[config.mk]
export PLATFORM = sky130hd
export DESIGN_NAME = mem_stage
export DESIGN_NICKNAME = d
export VERILOG_FILES = /design/src/rtl/mem_stage.sv
export SDC_FILE = /design/constraint.sdc
export NUM_CORES = 1
export LEC_CHECK = 0
export ABC_AREA = 1
export CAP_MARGIN = 20
export CELL_PAD_IN_SITES_DETAIL_PLACEMENT = 1
export CELL_PAD_IN_SITES_GLOBAL_PLACEMENT = 1
export CORE_ASPECT_RATIO = 1.2
export CORE_MARGIN = 5
export CORE_UTILIZATION = 35
export DETAILED_ROUTE_END_ITERATION = 12
export GPL_ROUTABILITY_DRIVEN = 0
export HOLD_SLACK_MARGIN = 0.1
export PLACE_DENSITY = 0.95
export SETUP_SLACK_MARGIN = 0.1
export SYNTH_ARGS = -nofsm -noshare
export SYNTH_HDL_FRONTEND = slang
export SYNTH_SLANG_ARGS = --single-unit
export TNS_END_PERCENT = 20
[constraint.sdc]
create_clock -name clk -period 8.9 [get_ports clk]
set_input_delay 1.335 -clock clk [delete_from_list [all_inputs] [get_ports clk]]
set_output_delay 1.335 -clock clk [all_outputs]
set_load 0.03 [all_outputs]
[src/rtl/mem_stage.sv]
// Memory-access stage: issues data-memory loads/stores over a req/ready handshake,
// stalls the pipeline while an access is outstanding and registers the MEM/WB values.
//
// state  | meaning
// S_IDLE | nothing outstanding; request driven straight from the EX/MEM inputs
// S_WAIT | access outstanding; request driven from the latched op, timer running
module mem_stage #(
    parameter int MAX_WAIT = 16
) (
    input  logic        clk,
    input  logic        reset,
    input  logic        in_valid,
    input  logic [31:0] alu_result,
    input  logic [31:0] store_data,
    input  logic [3:0]  write_reg_addr,
    input  logic        mem_read,
    input  logic        mem_write,
    input  logic        mem_byte,
    input  logic        mem_signed,
    input  logic        mem_to_reg_select,
    input  logic        reg_write_enable,
    output logic        dmem_req,
    output logic        dmem_we,
    output logic [31:0] dmem_addr,
    output logic [31:0] dmem_wdata,
    output logic [3:0]  dmem_be,
    input  logic        dmem_ready,
    input  logic [31:0] dmem_rdata,
    output logic        stall,
    output logic [31:0] alu_result_out,
    output logic [31:0] mem_data_out,
    output logic [3:0]  write_reg_addr_out,
    output logic        mem_to_reg_select_out,
    output logic        reg_write_enable_out,
    output logic        align_fault,
    output logic        bus_error
);
    typedef enum logic {S_IDLE, S_WAIT} state_t;
    state_t state, state_nxt;

    logic [31:0] lat_addr, lat_store_data;
    logic [3:0]  lat_reg;
    logic        lat_write, lat_byte, lat_signed, lat_m2r, lat_rwe;
    logic [7:0]  wait_tmr;

    logic [31:0] cur_addr, cur_store_data;
    logic [3:0]  cur_reg;
    logic        cur_write, cur_byte, cur_signed, cur_m2r, cur_rwe;
    logic        issue, pass, req, done, timeout;
    logic [7:0]  rbyte;
    logic [31:0] load_data;

    always_comb begin
        cur_addr       = alu_result;
        cur_store_data = store_data;
        cur_reg        = write_reg_addr;
        cur_write      = mem_write;
        cur_byte       = mem_byte;
        cur_signed     = mem_signed;
        cur_m2r        = mem_to_reg_select;
        cur_rwe        = reg_write_enable;
        if (state == S_WAIT) begin
            cur_addr       = lat_addr;
            cur_store_data = lat_store_data;
            cur_reg        = lat_reg;
            cur_write      = lat_write;
            cur_byte       = lat_byte;
            cur_signed     = lat_signed;
            cur_m2r        = lat_m2r;
            cur_rwe        = lat_rwe;
        end

        issue   = (state == S_IDLE) && in_valid && (mem_read || mem_write);
        pass    = (state == S_IDLE) && in_valid && !mem_read && !mem_write;
        req     = !reset && (issue || (state == S_WAIT));
        done    = req && dmem_ready;
        // ready on the last permitted cycle still wins over the abort
        timeout = !reset && (state == S_WAIT) && !dmem_ready && (wait_tmr == 8'd0);

        state_nxt = state;
        if ((state == S_IDLE) && issue && !dmem_ready)
            state_nxt = S_WAIT;
        else if ((state == S_WAIT) && (dmem_ready || timeout))
            state_nxt = S_IDLE;

        dmem_req    = req;
        dmem_we     = req && cur_write;
        dmem_addr   = {cur_addr[31:2], 2'b00};
        dmem_be     = cur_byte ? (4'b0001 << cur_addr[1:0]) : 4'b1111;
        dmem_wdata  = cur_byte ? {4{cur_store_data[7:0]}} : cur_store_data;
        stall       = req && !dmem_ready && !timeout;
        align_fault = !reset && issue && !mem_byte && (alu_result[1:0] != 2'b00);
        bus_error   = timeout;

        case (cur_addr[1:0])
            2'd0:    rbyte = dmem_rdata[7:0];
            2'd1:    rbyte = dmem_rdata[15:8];
            2'd2:    rbyte = dmem_rdata[23:16];
            default: rbyte = dmem_rdata[31:24];
        endcase
        load_data = cur_byte ? {{24{cur_signed & rbyte[7]}}, rbyte} : dmem_rdata;
    end

    always_ff @(posedge clk or posedge reset) begin
        if (reset)
            state <= S_IDLE;
        else
            state <= state_nxt;
    end

    always_ff @(posedge clk or posedge reset) begin
        if (reset) begin
            lat_addr              <= '0;
            lat_store_data        <= '0;
            lat_reg               <= '0;
            lat_write             <= 1'b0;
            lat_byte              <= 1'b0;
            lat_signed            <= 1'b0;
            lat_m2r               <= 1'b0;
            lat_rwe               <= 1'b0;
            wait_tmr              <= '0;
            alu_result_out        <= '0;
            mem_data_out          <= '0;
            write_reg_addr_out    <= '0;
            mem_to_reg_select_out <= 1'b0;
            reg_write_enable_out  <= 1'b0;
        end else begin
            if (issue) begin
                lat_addr       <= alu_result;
                lat_store_data <= store_data;
                lat_reg        <= write_reg_addr;
                lat_write      <= mem_write;
                lat_byte       <= mem_byte;
                lat_signed     <= mem_signed;
                lat_m2r        <= mem_to_reg_select;
                lat_rwe        <= reg_write_enable;
            end

            // down-counter: terminal count 0 marks the last permitted WAIT cycle
            if (issue && !dmem_ready)
                wait_tmr <= 8'(MAX_WAIT - 1);
            else if ((state == S_WAIT) && (wait_tmr != 8'd0))
                wait_tmr <= wait_tmr - 8'd1;

            alu_result_out        <= '0;
            mem_data_out          <= '0;
            write_reg_addr_out    <= '0;
            mem_to_reg_select_out <= 1'b0;
            reg_write_enable_out  <= 1'b0;
            if (pass) begin
                alu_result_out        <= alu_result;
                write_reg_addr_out    <= write_reg_addr;
                mem_to_reg_select_out <= mem_to_reg_select;
                reg_write_enable_out  <= reg_write_enable;
            end else if (done) begin
                alu_result_out        <= cur_addr;
                mem_data_out          <= cur_write ? 32'd0 : load_data;
                write_reg_addr_out    <= cur_reg;
                mem_to_reg_select_out <= cur_m2r;
                reg_write_enable_out  <= cur_rwe;
            end
        end
    end
endmodule

# Word-level counts from Yosys, hierarchy flattened
# Index checks and enable logic that the tools add are counted.
# classes
eq_ne	2
n_addsub	1
reduce_logical	35
bitwise	2
n_mux	27
shift	1
# op_table
op	count
2-to-1 mux 32 bit	9
one-hot mux 8 bit (3 select lines)	1
logical AND 1 bit	20
2-to-1 mux 4 bit	4
2-to-1 mux 8 bit	2
2-to-1 mux 1 bit	11
logical NOT 8 bit	1
nonzero test 8 bit	1
subtractor 8 x 1 -> 8 bit, second input constant	1
logical NOT 1 bit	6
nonzero test 2 bit	3
left shift 1 x 2 -> 4 bit, first input constant	1
logical OR 1 bit	3
equality test 2 x 1 -> 1 bit, second input constant	1
equality test 2 bit, second input constant	1
logical NOT 2 bit	1
bitwise AND 1 bit	1
inverter 1 bit	1
# totals
in_bits	110
regBits	152
out_inout_bits	143

# Longest topological paths before layout
# Gate-level depths: netlist (run 1).
# logic_depth
depth_word	8
mapped_depth	11
depth_no_buf	9

# Least setup slack after synthesis (run 1)
# OpenSTA, ideal clock, no wires.
# synth_path
kind	input -> output
startpoint	input reset
endpoint	output dmem_we
stages	3
slack_ns	2.103
arrival_ns	5.462
path_cell_list	inv_1 nand2_1 nor2_1
# synth_between
elab_chain_len	3
# synth_rtl
item	line_no	rtl
from (decl)	11	input logic reset,
logical NOT 1 bit (no line)	-	
logical AND 1 bit	75	req = !reset && (issue || (state == S_WAIT));
logical AND 1 bit	87	dmem_we = req && cur_write;
to (decl)	23	output logic dmem_we,
# Every way passes these cells.

# Worst setup path in the final report (run 1)
# layout_path
startpoint	input mem_byte
endpoint	output dmem_wdata[22]
# layout_between
elab_chain_len	2
# layout_rtl
item	line_no	rtl
from (decl)	18	input logic mem_byte,
2-to-1 mux 1 bit	62	if (state == S_WAIT) begin
2-to-1 mux 32 bit	90	dmem_wdata = cur_byte ? {4{cur_store_data[7:0]}} : cur_store_data;
to (decl)	25	output logic [31:0] dmem_wdata,
# Every way passes these cells.

==> results.sh, run 1 <==
export IMPL_fp_dieW_um=141
export IMPL_fin_ws_ns=3.66
export IMPL_reg2reg_from="state"
export IMPL_postCtsSetupRepairBufs=0
export IMPL_cts_buffers=17
export IMPL_synthToLayoutAreaGrowth_pct=44.8
export IMPL_viasPerCell=5.03
export IMPL_setup_viol=0
export IMPL_pre_cts_slack_ns=3.69
export IMPL_fin_crit_sh=0.588
export IMPL_layout_nets=1239
export IMPL_p_sw_uw=830
export IMPL_dp_hpwl_um=19100
export IMPL_clk_latency_ns=0.42
export IMPL_fin_crit_ns=5.24
export IMPL_p_clk_frac=0.327
export IMPL_dieArea_sq_mm=0.0237
export IMPL_finClkSkew_ns=0.0100
export IMPL_cts_resized=0
export IMPL_holdCritPathClass="reg -> reg"
export IMPL_reg2reg_depth=8
export IMPL_ir_drop_mv=0.136
export IMPL_p_comb_frac=0.312
export IMPL_drcViolationCount=0
export IMPL_r2r_slack_ns=5.62
export IMPL_leakagePower_nw=4.78
export IMPL_syn_area_per_cell_sq_um=7.99
export IMPL_routedWlPerCell_um=18.6
export IMPL_clock_path_buffers=2
export IMPL_drive_above_1_share=0.0649
export IMPL_use_met3=0.0411
export IMPL_synth_seq_cells=152
export IMPL_clk_transition_reported_paths_ns=0.07
export IMPL_critical_path_class="in -> out"
export IMPL_dieHeight_um=168
export IMPL_ctsRootBufferMaster="clkbuf_16"
export IMPL_syn_area_sq_mm=0.00724
export IMPL_cts_tree="yes"
export IMPL_worst_pin_slew_ns=0.948
export IMPL_finalPower_mw=2.32
export IMPL_met2_usage=0.393
export IMPL_switching_share=0.357
export IMPL_h_tree_depth=4
export IMPL_drtIter0Drc=336
export IMPL_internal_power_mw=1.49
export IMPL_hp_start="lat_store_data[15]"
export IMPL_grt_pass1_wl_um=41500
export IMPL_use_met1=0.240
export IMPL_status="finished, final reports clean"
export IMPL_max_freq_mhz=191
export IMPL_slew_violations=0
export IMPL_final_instance_count_excl_fill=1408
export IMPL_syn_instance_count=906
export IMPL_crit_family="buffers and inverters"
export IMPL_core_sq_mm=0.0203
export IMPL_dp_cells=1372
export IMPL_start_util=0.356
export IMPL_busiest_layer="met2"
export IMPL_cp_start_kind="input pin"
export IMPL_num_io_pins=253
export IMPL_fin_hold_ws_ns=0.484
export IMPL_max_cap_violations=0
export IMPL_cp_depth=7
export IMPL_hold_depth=2
export IMPL_routed_wl_um=26200
export IMPL_via_count=7082
export IMPL_ys_seq_area_frac=0.525
export IMPL_seqPwrFrac=0.361
export IMPL_crit_top_cell="clkdlybuf4s50_1"
export IMPL_worstPathArrival_ns=3.90
export IMPL_grt_usage=0.220
export IMPL_gr_total_overflow=0
export IMPL_power_density_mw_per_mm2=221
export IMPL_crit_start="mem_byte"
export IMPL_clock_sinks=152
export IMPL_cp_end_kind="output pin"
export IMPL_drtAntennaViolNets=0
export IMPL_cp_num_buf_inv=4
export IMPL_ys_warn_count=0
export IMPL_worst_path_largest_cell_delay_ns=0.61
export IMPL_rows=57
export IMPL_holdBufCountCts=0
export IMPL_io_buffers=250
export IMPL_rsz0062_at_grt="no"
export IMPL_yosysUniqueCellTypes=32
export IMPL_finalHoldViolations=0
export IMPL_path_max_fanout=38
export IMPL_tns_ns=0
export IMPL_relSlewSlack=0.368
export IMPL_antenna_found_initial=3
export IMPL_cp_slowest_cell="clkdlybuf4s50_1"
export IMPL_grt_pass1_vias=7735
export IMPL_crit_required_ns=7.57
export IMPL_cp_cell_sequence="clkdlybuf4s50_1, o21ai_4, inv_2, buf_4, nand2_1, o21ai_0, clkdlybuf4s50_1"
export IMPL_dr_pass1_iters=5
export IMPL_grt_max_degree=105
[layout by cell type (no fill, tap or decap), drive strengths merged]
cell type	count
o211ai	1
bufinv	3
o21ai	212
xor2	2
clkinvlp	2
dfrtp	152
clkdlybuf4s50	250
ha	2
inv	88
o22ai	2
nor3	5
nor2	91
clkbuf	17
nand3	18
a21oi	21
conb	2
nand4	1
buf	5
nand3b	4
nand2	256
clkinv	5
diode	3
a2111oi	1
[cells in the mapped netlist (all sizes together)]
master     n  share of area
nand2    256           0.14
o21ai    212           0.15
dfrtp    152           0.53
nor2      91          0.052
inv       82          0.042
buf       28          0.027
clkbuf    26          0.013
a21oi     21          0.015
nand3     18          0.014
nor3       5         0.0035
nand3b     4         0.0041
ha         2         0.0035
o22ai      2         0.0017
xor2       2         0.0024
a2111oi    1         0.0012
clkinv     1        0.00052
conb       1        0.00052
nand4      1        0.00086
o211ai     1         0.0017
[path summary, 6_finish.rpt]
kind	to
worst min-delay path	lat_store_data[15]
worst max register to register	wait_tmr[3]
worst max-delay path	dmem_wdata[22]
min in group asynchronous	lat_store_data[30]
worst min register to register	lat_store_data[15]
max in group asynchronous	lat_addr[0]
[worst reg2reg max path, stage by stage, from the launching register on]
cell,delay (ns)
dfrtp_4,0.53
buf_4,0.77
nor2_1,0.22
nand2_4,0.32
inv_1,0.43
nand2_1,0.36
nand2_1,0.26
o21ai_0,0.14
o21ai_0,0.11
[final cells by class]
class	instances	area, sq um
fill	2482	9840
sequential	152	3810
multi-input combinational	618	2850
timing repair buffer	255	2560
clock buffer	17	425
tap	265	332
inverter	83	317
clock inverter	15	191
antenna	3	7.51
[per-layer routing]
metal  vias up  wire length, um
li1       3328                -
met5         -                0
met2       219            13900
met1      3453             9680
met3        82             1110
met4         0             1520
[cell families after synthesis]
logic type,count (synthesis),synth area share
AND/OR/NAND/NOR,375,0.214
XOR/XNOR,2,0.00242
buffers and inverters,137,0.0831
AO/OA/AOI/OAI,237,0.172
adder cells (fa/ha/maj),2,0.00345
flip-flops,152,0.525
other,1,0.000518
[power by group through the flow]
stage	clock [mW]	combinational, mW	sequential [mW]
final	0.759	0.724	0.839
after global routing	0.803	0.790	0.851
after CTS	0.775	0.730	0.840
after detailed placement	0	0.725	0.850
after global placement	0	0.698	0.842
after floorplan	0	0.417	0.865
[stage by stage]
stage,util,area [sq um]
after detailed placement,0.484,9840
after floorplan,-,7250
after CTS,0.514,10500
after global placement,0.484,9840
after global routing,0.516,10500
final,0.516,10500
Note: power is estimated with default switching activity, not from simulation.
==> run 2: changes to the inputs <==
--- a/config.mk
+++ b/config.mk
@@ -11,11 +11,11 @@
 export CELL_PAD_IN_SITES_GLOBAL_PLACEMENT = 1
 export CORE_ASPECT_RATIO = 1.2
 export CORE_MARGIN = 5
-export CORE_UTILIZATION = 35
+export CORE_UTILIZATION = 32
 export DETAILED_ROUTE_END_ITERATION = 12
 export GPL_ROUTABILITY_DRIVEN = 0
 export HOLD_SLACK_MARGIN = 0.1
-export PLACE_DENSITY = 0.95
+export PLACE_DENSITY = 0.92
 export SETUP_SLACK_MARGIN = 0.1
 export SYNTH_ARGS = -nofsm -noshare
 export SYNTH_HDL_FRONTEND = slang
==> constraint.sdc (replaced) <==
create_clock -name clk -period 5.5 [get_ports clk]
set_input_delay 0.825 -clock clk [delete_from_list [all_inputs] [get_ports clk]]
set_output_delay 0.825 -clock clk [all_outputs]
set_load 0.03 [all_outputs]
==> results.sh, run 2 (synthesis results as in run 1) <==
export IMPL_clock_sinks=152
export IMPL_clock_path_buffers=2
export IMPL_h_tree_depth=4
export IMPL_critical_path_class="in -> out"
export IMPL_fp_dieW_um=147
export IMPL_cts_resized=0
export IMPL_design_area_sq_mm=0.0106
export IMPL_max_freq_mhz=243
export IMPL_crit_family="buffers and inverters"
export IMPL_routed_wl_um=25600
export IMPL_io_buffers=250
export IMPL_holdBufCountCts=0
export IMPL_clk_transition_reported_paths_ns=0.06
export IMPL_fin_crit_ns=4.11
export IMPL_relSlewSlack=0.392
export IMPL_start_util=0.324
export IMPL_cts_buffers=17
export IMPL_cp_cell_sequence="clkdlybuf4s50_1, o21ai_4, inv_2, nand2_1, o21ai_0, clkdlybuf4s50_1"
export IMPL_core_sq_mm=0.0224
export IMPL_drtAntennaViolNets=0
export IMPL_ctsRootBufferMaster="clkbuf_16"
export IMPL_finalHoldViolations=0
export IMPL_dieArea_sq_mm=0.0258
export IMPL_r2r_slack_ns=2.41
export IMPL_dr_pass1_iters=4
export IMPL_worst_pin_slew_ns=0.912
export IMPL_wl_met2_um=13400
export IMPL_worstPathArrival_ns=3.29
export IMPL_grt_pass1_vias=7682
export IMPL_drt_met1_wl_um=10200
export IMPL_crit_top_cell="clkdlybuf4s50_1"
export IMPL_drtIter0Drc=399
export IMPL_path_max_fanout=31
export IMPL_num_io_pins=253
export IMPL_grt_pass1_wl_um=41000
export IMPL_routed_top_layer="met4"
export IMPL_max_cap_violations=0
export IMPL_reg2reg_to="mem_data_out[29]"
export IMPL_setup_viol=0
export IMPL_crit_required_ns=4.68
export IMPL_dieHeight_um=175
export IMPL_routedWlPerCell_um=18.0
export IMPL_slew_violations=0
export IMPL_holdCritPathClass="reg -> reg"
export IMPL_clk_latency_ns=0.42
export IMPL_hp_start="lat_store_data[17]"
export IMPL_ir_drop_mv=0.204
export IMPL_dp_hpwl_um=18700
export IMPL_place_area_sq_mm=0.00987
export IMPL_postCtsSetupRepairBufs=0
export IMPL_rsz0062_at_grt="no"
export IMPL_fin_crit_sh=0.748
export IMPL_cp_end_kind="output pin"
export IMPL_cp_start_kind="input pin"
export IMPL_worst_path_largest_cell_delay_ns=0.64
export IMPL_tns_ns=0
export IMPL_antenna_found_initial=4
export IMPL_drive_above_1_share=0.0648
export IMPL_power_density_mw_per_mm2=364
export IMPL_viasPerCell=4.93
export IMPL_grt_usage=0.199
export IMPL_wl_met3_um=888
export IMPL_gr_total_overflow=0
export IMPL_status="finished, final reports clean"
export IMPL_grt_max_degree=105
export IMPL_cp_num_buf_inv=3
export IMPL_cts_tree="yes"
export IMPL_reg2reg_depth=7
export IMPL_via_count=7021
export IMPL_layout_nets=1241
export IMPL_cp_slowest_cell="clkdlybuf4s50_1"
export IMPL_drcViolationCount=0
export IMPL_synthToLayoutAreaGrowth_pct=45.8
export IMPL_holdPathEnd="lat_store_data[17]"
export IMPL_reg2reg_from="state"
export IMPL_hold_depth=2
export IMPL_leakagePower_nw=4.80
export IMPL_final_common_cell="clkdlybuf4s50_1"
export IMPL_finClkSkew_ns=0.00566
export IMPL_rows=60
export IMPL_most_common_layout_cells="250 x clkdlybuf4s50_1, 245 x nand2_1, 189 x o21ai_0"
## run 2: cell count changes in the layout (fill, tap and decap cells not counted), sizes merged
cell / delta
buf: +2
bufinv: +2
clkbuf: +4
clkinv: -2
clkinvlp: +1
diode: +1
inv: -5
## run 2: final cells by class
type	instances	area (sq um)
antenna	4	10.0
clock buffer	21	460
clock inverter	11	193
fill	2668	11800
inverter	83	315
multi-input combinational	618	2850
sequential	152	3810
tap	279	349
timing repair buffer	257	2570
## run 2: worst min-delay path, delay by kind of cell, from the launching register on
kind             cells  cell delay (ns)
DFF                  1             0.34
and+or+nand+nor      2             0.10
## run 2: power by group
group	total (mW)	leakage, nW	switching, mW	internal (mW)
combinational	1.16	2.52	0.741	0.421
sequential	1.36	1.97	0.0944	1.27
clock	1.32	0.314	0.483	0.832
total	3.84	4.80	1.32	2.52
## run 2: routing by layer
layer,track usage,up-vias
met4,0.105,0
met5,0,-
met3,0.0348,68
met1,0.227,3427
met2,0.356,195
li1,-,3331
## run 2: worst max path at each step
stage,end,slack [ns],depth (start not counted),from
2_1_floorplan,stall,0.75,4,reset
3_3_place_gp,dmem_wdata[31],1.40,6,mem_byte
3_5_place_dp,dmem_wdata[31],1.36,6,mem_byte
4_1_cts,dmem_wdata[31],1.35,6,mem_byte
5_1_grt,dmem_wdata[31],1.17,6,mem_byte
6_report,dmem_wdata[31],1.39,6,mem_byte
## run 2: through the flow
step                      setup slack [ns]  utilization  cells  hold slack, ns  total power [mW]
after global routing                  1.17        0.472   1425           0.508              4.04
after floorplan                      0.753            -    907           0.444              2.07
after CTS                             1.35        0.470   1420           0.480              3.88
after global placement                1.40        0.441   1388           0.456              2.50
after detailed placement              1.36        0.441   1388           0.462              2.55
final                                 1.39        0.472   1425           0.475              3.84
==> run 3: changes to the inputs <==
--- a/config.mk
+++ b/config.mk
@@ -11,11 +11,11 @@
 export CELL_PAD_IN_SITES_GLOBAL_PLACEMENT = 1
 export CORE_ASPECT_RATIO = 1.2
 export CORE_MARGIN = 5
-export CORE_UTILIZATION = 32
+export CORE_UTILIZATION = 29
 export DETAILED_ROUTE_END_ITERATION = 12
 export GPL_ROUTABILITY_DRIVEN = 0
 export HOLD_SLACK_MARGIN = 0.1
-export PLACE_DENSITY = 0.92
+export PLACE_DENSITY = 0.88
 export SETUP_SLACK_MARGIN = 0.1
 export SYNTH_ARGS = -nofsm -noshare
 export SYNTH_HDL_FRONTEND = slang
==> constraint.sdc (replaced) <==
create_clock -name clk -period 3.65 [get_ports clk]
set_input_delay 0.5475 -clock clk [delete_from_list [all_inputs] [get_ports clk]]
set_output_delay 0.5475 -clock clk [all_outputs]
set_load 0.03 [all_outputs]
==> results.sh, run 3 (synthesis results as in run 1) <==
export IMPL_worstPathArrival_ns=2.78
export IMPL_drt_met1_wl_um=10200
export IMPL_dieArea_sq_mm=0.0283
export IMPL_cts_buffers=17
export IMPL_layout_nets=1248
export IMPL_drcViolationCount=0
export IMPL_clock_path_buffers=2
export IMPL_path_max_fanout=40
export IMPL_antenna_found_initial=0
export IMPL_dr_pass1_iters=4
export IMPL_core_sq_mm=0.0247
export IMPL_holdCritPathClass="reg -> reg"
export IMPL_clk_latency_ns=0.43
export IMPL_synthToLayoutAreaGrowth_pct=45.9
export IMPL_grt_pass1_wl_um=42900
export IMPL_relSlewSlack=0.411
export IMPL_routed_wl_um=26600
export IMPL_fp_dieW_um=154
export IMPL_viasPerCell=4.82
export IMPL_drtIter0Drc=308
export IMPL_num_io_pins=253
export IMPL_drive_above_1_share=0.0949
export IMPL_io_buffers=250
export IMPL_status="finished, final reports clean"
export IMPL_crit_required_ns=3.10
export IMPL_fin_hold_ws_ns=0.472
export IMPL_clock_sinks=152
export IMPL_postCtsSetupRepairBufs=0
export IMPL_finClkSkew_ns=0.0115
export IMPL_ctsRootBufferMaster="clkbuf_16"
export IMPL_h_tree_depth=4
export IMPL_drtAntennaViolNets=0
export IMPL_wl_met3_um=1040
export IMPL_routed_top_layer="met4"
export IMPL_fin_crit_ns=3.32
export IMPL_via_count=7107
export IMPL_finalHoldViolations=0
export IMPL_most_common_layout_cells="245 x nand2_1, 228 x clkdlybuf4s50_1, 158 x o21ai_0"
export IMPL_clk_transition_reported_paths_ns=0.06
export IMPL_final_common_cell="nand2_1"
export IMPL_ir_drop_mv=0.330
export IMPL_dieHeight_um=183
export IMPL_fin_crit_sh=0.911
export IMPL_wl_met2_um=13900
export IMPL_rsz0062_at_grt="no"
export IMPL_routedWlPerCell_um=18.0
export IMPL_start_util=0.294
export IMPL_grt_max_degree=67
export IMPL_holdBufCountCts=0
export IMPL_dp_cells=1442
export IMPL_grt_pass1_vias=8062
export IMPL_gr_total_overflow=0
export IMPL_leakagePower_nw=4.84
export IMPL_slew_violations=0
export IMPL_final_instance_count_excl_fill=1474
export IMPL_worst_pin_slew_ns=0.884
export IMPL_cp_end_kind="output pin"
export IMPL_design_area_sq_mm=0.0106
export IMPL_cts_resized=0
export IMPL_fin_ws_ns=0.326
export IMPL_pre_cts_slack_ns=0.403
export IMPL_max_freq_mhz=301
export IMPL_dp_hpwl_um=19400
export IMPL_power_density_mw_per_mm2=534
export IMPL_critical_path_class="reg -> out"
export IMPL_setup_viol=0
export IMPL_grt_usage=0.191
export IMPL_place_area_sq_mm=0.00997
export IMPL_max_cap_violations=0
export IMPL_cp_start_kind="flip-flop"
export IMPL_antenna_cells=0
export IMPL_rows=63
export IMPL_cts_tree="yes"
==> run 3: cell types whose count changed in the layout (fill, tap and decap cells not counted), sizes merged <==
cell           previous run  this run
clkdlybuf4s50           250       228
clkinvlp                  3         5
buf                       7        36
clkinv                    3         4
bufinv                    5         2
clkbuf                   21        22
inv                      83        82
diode                     4         0
==> run 3: cell type report <==
| cell class | instances | area (sq um) |
|---|---|---|
| inverter | 83 | 315 |
| fill | 2914 | 14100 |
| multi-input combinational | 618 | 2860 |
| clock buffer | 22 | 484 |
| sequential | 152 | 3810 |
| timing repair buffer | 264 | 2580 |
| clock inverter | 10 | 118 |
| tap | 325 | 407 |
==> run 3: critical path, cell delays in order (launching register included) <==
cell and delay (ns):
dfrtp_4 0.67, nor2_1 0.25, nand2_4 0.19, a2111oi_0 0.45
clkdlybuf4s50_1 0.78
==> run 3: layer usage <==
layer	up-vias	GRT usage
met5	-	0
met4	0	0.111
met3	79	0.0328
met2	207	0.341
met1	3481	0.213
li1	3340	-
==> run 3: worst paths after layout <==
check | startpoint | to | slack [ns] | cells past startpoint
min in group asynchronous | reset | wait_tmr[2] | 0.79 | 3
worst min register to register | lat_store_data[17] | lat_store_data[17] | 0.47 | 2
max in group asynchronous | reset | lat_addr[8] | 1.58 | 4
worst max-delay path | state | align_fault | 0.33 | 4
worst max register to register | state | mem_data_out[24] | 0.93 | 7
worst min-delay path | lat_store_data[17] | lat_store_data[17] | 0.47 | 2
==> run 3: through the flow <==
step | power, mW | util | setup TNS (ns)
after floorplan | 3.13 | - | -5.52
after global placement | 3.78 | 0.404 | 0
after detailed placement | 3.86 | 0.404 | 0
after CTS | 5.72 | 0.428 | 0
after global routing | 5.96 | 0.428 | 0
final | 5.64 | 0.428 | 0
==> run 3: where the power goes <==
part | switching [mW] | total, mW | internal [mW]
clock network | 0.734 | 1.81 | 1.08
logic | 1.14 | 1.78 | 0.635
registers | 0.136 | 2.05 | 1.91
total | 2.01 | 5.64 | 3.63
